<file path="config.mk">
export PLATFORM = sky130hd
export DESIGN_NAME = data_capture
export DESIGN_NICKNAME = d
export VERILOG_FILES = /design/src/rtl/data_capture.sv
export SDC_FILE = /design/constraint.sdc
export NUM_CORES = 1
export LEC_CHECK = 0
export CAP_MARGIN = 20
export CORE_MARGIN = 2
export CORE_UTILIZATION = 42
export CTS_CLUSTER_DIAMETER = 120
export CTS_CLUSTER_SIZE = 12
export DETAILED_ROUTE_END_ITERATION = 8
export PLACE_DENSITY = 0.84
export SLEW_MARGIN = 40
export SYNTH_ARGS = -nofsm -noshare
export SYNTH_HDL_FRONTEND = slang
export SYNTH_SLANG_ARGS = --single-unit
</file>
<file path="constraint.sdc">
create_clock -name clk -period 1.4 [get_ports clk]
set_input_delay 0.14 -clock clk [delete_from_list [all_inputs] [get_ports clk]]
set_output_delay 0.14 -clock clk [all_outputs]
set_load 0.02 [all_outputs]
</file>
<file path="src/rtl/data_capture.sv">
// Operand capture stage: edge-detected capture strobe fills an NWORDS-deep bank
// while loaddata is high, then freezes the bank and flags inputdata_ready until reset.
module data_capture #(
    parameter int WIDTH  = 8,
    parameter int NWORDS = 4,
    parameter int CW     = $clog2(NWORDS + 1)
) (
    input  logic                    clk,
    input  logic                    reset,
    input  logic                    loaddata,
    input  logic                    capture,
    input  logic [WIDTH-1:0]        data_in,
    output logic                    inputdata_ready,
    output logic [CW-1:0]           word_count,
    output logic [NWORDS*WIDTH-1:0] data_out
);

    typedef enum logic [0:0] {
        S_COLLECT = 1'b0,
        S_FULL    = 1'b1
    } state_t;

    state_t                  state_q, state_d;
    logic                    cap_prev_q;
    logic [CW-1:0]           word_count_q, word_count_d;
    logic                    ready_q, ready_d;
    logic [NWORDS*WIDTH-1:0] bank_q, bank_d;
    logic                    cap_edge_s;

    assign cap_edge_s = capture & ~cap_prev_q;

    // Next-state logic: one slot write per accepted capture edge, then lock in FULL.
    always_comb begin
        state_d      = state_q;
        word_count_d = word_count_q;
        ready_d      = ready_q;
        bank_d       = bank_q;
        case (state_q)
            S_COLLECT: begin
                if (loaddata && cap_edge_s) begin
                    for (int k = 0; k < NWORDS; k++) begin
                        if (word_count_q == CW'(k)) begin
                            bank_d[k*WIDTH +: WIDTH] = data_in;
                        end else begin
                            bank_d[k*WIDTH +: WIDTH] = bank_q[k*WIDTH +: WIDTH];
                        end
                    end
                    word_count_d = word_count_q + CW'(1);
                    if (word_count_q == CW'(NWORDS - 1)) begin
                        state_d = S_FULL;
                        ready_d = 1'b1;
                    end else begin
                        state_d = S_COLLECT;
                    end
                end else begin
                    state_d = S_COLLECT;
                end
            end
            S_FULL: begin
                state_d      = S_FULL;
                ready_d      = 1'b1;
                word_count_d = CW'(NWORDS);
            end
            default: begin
                state_d = S_COLLECT;
            end
        endcase
    end

    // State registers; cap_prev resets high so a button held through reset is not a capture.
    always_ff @(posedge clk) begin
        if (reset) begin
            state_q      <= S_COLLECT;
            cap_prev_q   <= 1'b1;
            word_count_q <= '0;
            ready_q      <= 1'b0;
            bank_q       <= '0;
        end else begin
            state_q      <= state_d;
            cap_prev_q   <= capture;
            word_count_q <= word_count_d;
            ready_q      <= ready_d;
            bank_q       <= bank_d;
        end
    end

    assign inputdata_ready = ready_q;
    assign word_count      = word_count_q;
    assign data_out        = bank_q;

endmodule

</file>
**Word-level counts from Yosys, hierarchy flattened**

Index checks and enable logic that the tools add are counted.

- Register bits after elaboration: 38
- Input port bits: 12
- Logic and storage cells: 32

- $add $sub $neg: 1
- Equality and inequality tests: 5
- Mux-type cells: 8
- Bitwise logic cells: 3
- Reduce and logical (&&, ||, !) cells: 7

Operators by type and width:

| operator | count |
|---|---|
| 3-bit AND reduction | 4 |
| 3-bit by 2-bit == test with 1-bit output (second input constant) | 2 |
| 3-bit one-hot mux with 2 select lines | 1 |
| 1-bit two-way mux | 4 |
| 2-bit != test (second input constant) | 2 |
| 1-bit one-hot mux with 2 select lines | 2 |
| 3-bit by 1-bit adder with 3-bit output (second input constant) | 1 |
| 3-bit by 1-bit == test with 1-bit output (second input constant) | 1 |
| 3-bit zero test | 1 |
| 3-bit two-way mux | 1 |
| 1-bit NOT | 2 |
| 2-bit AND reduction | 1 |
| 1-bit AND | 1 |
| 1-bit logical AND | 1 |

**Depth between registers and ports, before layout**

Gate-level depths: netlist (run 1).

- Depth after elaboration: 5
- Depth in mapped cells: 5
- Depth with buffers taken out: 5

**Least setup slack after synthesis (run 1)**

OpenSTA, ideal clock, no wires.

- Path kind: flip-flop to flip-flop
- From: register word_count_q[0], in the netlist word_count[0]
- To: register bank_q[24], in the netlist data_out[24]
- Setup time: 0.072 ns
- Arrival time: 1.496 ns
- Data required time: 1.328 ns
- Path slack: -0.168 ns
- Stages on the path, launching flop included: 6
- Period minus slack after synthesis: 1.568 ns
- Cell sequence: dfxtp_1 ha_1 ha_1 nand4b_1 nor2_1 mux2i_1

- Cells in the longest elaborated chain, start to end: 2

Ends and longest elaborated chain:

| element | line | text |
|---|---|---|
| start, declared | 25 | `logic [CW-1:0] word_count_q, word_count_d;` |
| start signal, assigned | 81 | `word_count_q <= word_count_d;` |
| 3-bit by 2-bit == test with 1-bit output | 42 | `if (word_count_q == CW'(k)) begin` |
| 3-bit AND reduction (no source line) | n/a |  |
| end signal, assigned | 83 | `bank_q <= bank_d;` |
| end, declared | 27 | `logic [NWORDS*WIDTH-1:0] bank_q, bank_d;` |

No other way between the ends.
A chain may end at the register's enable or synchronous reset.

**Final worst setup path (run 1)**

- From: register bank_q[24], in the netlist data_out[24]
- To: output data_out[24]

RTL lines:

| element | line | text |
|---|---|---|
| end, declared | 15 | `output logic [NWORDS*WIDTH-1:0] data_out` |

No word-level cell between the ends.

==> results of run 1 <==
==> worst reg2reg max path, delay by kind of cell (launching register included) <==
family,cells,cell delay [ns]
AND/OR/NAND/NOR,2,0.42
adder cells (fa/ha/maj),2,0.26
multiplexers,1,0.20
flip-flops,1,0.35
==> cells by family (layout without fill, tap and decap cells) <==
kind of cell,count (synthesis),count (layout),synth area share (%)
buf+inv,11,66,3.26
simple gates,55,55,23.6
flops,38,38,47.1
compound gates,3,3,1.16
mux,33,33,20.5
fa+ha+maj,5,5,3.88
xor+xnor,1,1,0.543
==> cell type report <==
type	instances	area [sq um]	share of cell area [%]
clock inverters	1	5.00	0.211
clock buffers	7	86.3	3.64
repair buffers	54	607	25.6
flip-flops and latches	38	763	32.2
multi-input cells	97	835	35.2
inverters	4	15.0	0.633
well taps	48	60.1	2.53
==> worst max-delay path by stage <==
stage,startpoint,to,slack [ns],cells past startpoint
after global routing,word_count[2],data_out[26],-0.005,5
after floorplan,word_count[0],data_out[24],0.03,5
after detailed placement,capture,data_out[9],-0.1,5
final,data_out[24],data_out[24],0.04,1
after global placement,capture,data_out[11],-0.06,5
after CTS,data_out[8],data_out[8],0.002,1
==> report_power, final <==
part / total, mW / switching, mW / internal, mW
logic: 0.152 / 0.0677 / 0.0839
registers: 1.10 / 0.00665 / 1.09
clock network: 0.780 / 0.382 / 0.397
total: 2.03 / 0.457 / 1.57
==> registers in the layout, indices dropped and copies added, names as in the netlist <==
name,cells
word_count,3
cap_prev_q,1
inputdata_ready,1
state_q,1
data_out,32
==> repair_timing <==
action,CTS,global route
endpoints found under the setup margin,10,31
pin swaps,0,2
hold buffers,0,0
gates resized for setup,8,32
endpoints found under the hold margin,0,0
setup buffers,0,1
==> layout by cell type, fill, tap and decap left out <==
master,count
a21oi_1,2
a311oi_1,1
and3b_1,1
and4_2,1
buf_12,2
buf_4,5
clkbuf_1,1
clkbuf_8,6
clkdlybuf4s50_1,13
clkinv_2,1
dfxtp_1,36
dfxtp_2,2
dlygate4sd2_1,7
dlymetal6s2s_1,27
ha_1,3
ha_4,2
inv_1,4
mux2i_1,33
nand2b_1,40
nand3_2,1
nand3_4,2
nand4_2,1
nand4b_1,1
nor2_1,1
nor2_4,2
nor2b_1,1
nor3_1,3
or2_2,1
xnor2_1,1
==> routing by layer <==
layer  vias up  global-route usage, %
li1        592                      -
met1       596                   19.7
met2        34                   31.7
met3         6                   5.45
met4         0                   4.85
met5         -                      0
==> per-stage QoR <==
step	setup TNS (ns)	hold WS [ns]	cells	instance area (sq um)
finish	0	0.475	249	2370
global route	-0.00512	0.486	249	2370
CTS	0	0.480	248	2270
detailed placement	-1.97	0.470	240	2180
global placement	-0.943	0.462	240	2180
floorplan	0	0.247	146	1620
==> synthesized netlist by cell type (all sizes together) <==
| cell | n |
|---|---|
| and4 | 1 |
| nand4b | 1 |
| buf | 2 |
| inv | 4 |
| and3b | 1 |
| xnor2 | 1 |
| or2 | 1 |
| mux2i | 33 |
| nor3 | 3 |
| ha | 5 |
| nand4 | 1 |
| nand2b | 40 |
| clkbuf | 5 |
| a21oi | 2 |
| nand3 | 3 |
| a311oi | 1 |
| nor2b | 1 |
| dfxtp | 38 |
| nor2 | 3 |
==> flow_metrics.env, run 1 <==
export IMPL_fillerInstances=323
export IMPL_portBuffers=47
export IMPL_fin_nets=217
export IMPL_hold_path_end="data_out[15]"
export IMPL_antenna_cells=0
export IMPL_chipHeight_um=66.0
export IMPL_area_delta_synth_final_pct=46.9
export IMPL_drive_gt1_share_pct=12.9
export IMPL_die_x_um=66.0
export IMPL_fmax_mhz=735
export IMPL_synthTopCellsByArea="dfxtp_1, mux2i_1, nand2b_1, ha_1, nand3_4"
export IMPL_vias=1228
export IMPL_relSlewSlack_pct=75.1
export IMPL_fin_skew_ns=0.00348
export IMPL_drt_iter0_markers=23
export IMPL_crit_arrival_ns=1.22
export IMPL_hold_class="reg -> reg"
export IMPL_rows=22
export IMPL_cts_root_buf="clkbuf_8"
export IMPL_tightest_slew_ns=0.372
export IMPL_wire_per_inst_um=14.5
export IMPL_setup_ws_ns=0.0394
export IMPL_yosysSeqAreaShare_pct=47.1
export IMPL_path_max_fanout=2
export IMPL_yosysWarnings=0
export IMPL_place_gp_congestion=0.808
export IMPL_timing_rr_end="data_out[25]"
export IMPL_pre_cts_ws_ns=-0.0994
export IMPL_slowest_stage="clkdlybuf4s50_1"
export IMPL_htree_levels=2
export IMPL_coreArea_sq_um=3690
export IMPL_cp_required_ns=1.26
export IMPL_dieArea_sq_um=4350
export IMPL_rrSetupSlack_ns=0.09
export IMPL_track_usage_pct=17.5
export IMPL_cp_top_family="buffers and inverters"
export IMPL_routed_wl_met3_um=189
export IMPL_slew_viol_final=0
export IMPL_routed_wl_um=3600
export IMPL_r2r_start="word_count[0]"
export IMPL_route_met2_wl_um=1840
export IMPL_synth_cell_type_count=22
export IMPL_dr_max_layer_used="met4"
export IMPL_drc=0
export IMPL_syn_nets=163
export IMPL_status="complete, no violations"
export IMPL_grt_max_degree=47
export IMPL_p_leak_nw=1.50
export IMPL_antenna_found_initial=0
export IMPL_start_util_pct=43.8
export IMPL_first_pass_iters=4
export IMPL_period_share_pct=97.2
export IMPL_gr_total_overflow=0
export IMPL_min_period_ns=1.36
export IMPL_hpwl_um=2610
export IMPL_yosys_register_bits=38
export IMPL_synthCells=146
export IMPL_antenna_left=0
export IMPL_max_stage_delay_ns=0.60
export IMPL_r2r_cells=5
export IMPL_grt_first_pass_wirelength_um=5750
export IMPL_cp_num_buf_inv=1
export IMPL_ioPinCount=48
export IMPL_critPathCaptureType="output port"
export IMPL_holdPathStages=2
export IMPL_avgViaCountPerCell=4.93
export IMPL_critPathKind="reg -> out"
export IMPL_synth_top_area_share_pct=47.1
export IMPL_syn_area_sq_um=1610
export IMPL_avgSynthCellArea_sq_um=11.1
export IMPL_clk_path_buf_depth=2
export IMPL_hold_violations=0
export IMPL_drv_cap=0
export IMPL_critPathLaunchType="flop"
export IMPL_fin_util_pct=64.3
export IMPL_path_cells="clkdlybuf4s50_1"
export IMPL_cts_sinks=38
export IMPL_synth_top_area_cell="dfxtp_1"
export IMPL_power_density_nw_per_um2=855
export IMPL_grt_pass1_vias=1244
export IMPL_fin_total_pwr_mw=2.03
export IMPL_cts_tree="done"
export IMPL_setup_violations=0
export IMPL_clk_pin_slew_ns=0.07
export IMPL_hp_start="data_out[15]"
export IMPL_clock_latency_ns=0.29
export IMPL_ir_drop_mv=0.643
export IMPL_routedLengthMet1_um=1520
export IMPL_cts_made_buffers=5
Power figures use the tool's default switching activity.
==> inputs of run 2 (changes only) <==
- SLEW_MARGIN: 40 -> 20
==> results of run 2 <==
No change in the layout: final DEF, timing and power equal those of run 1.
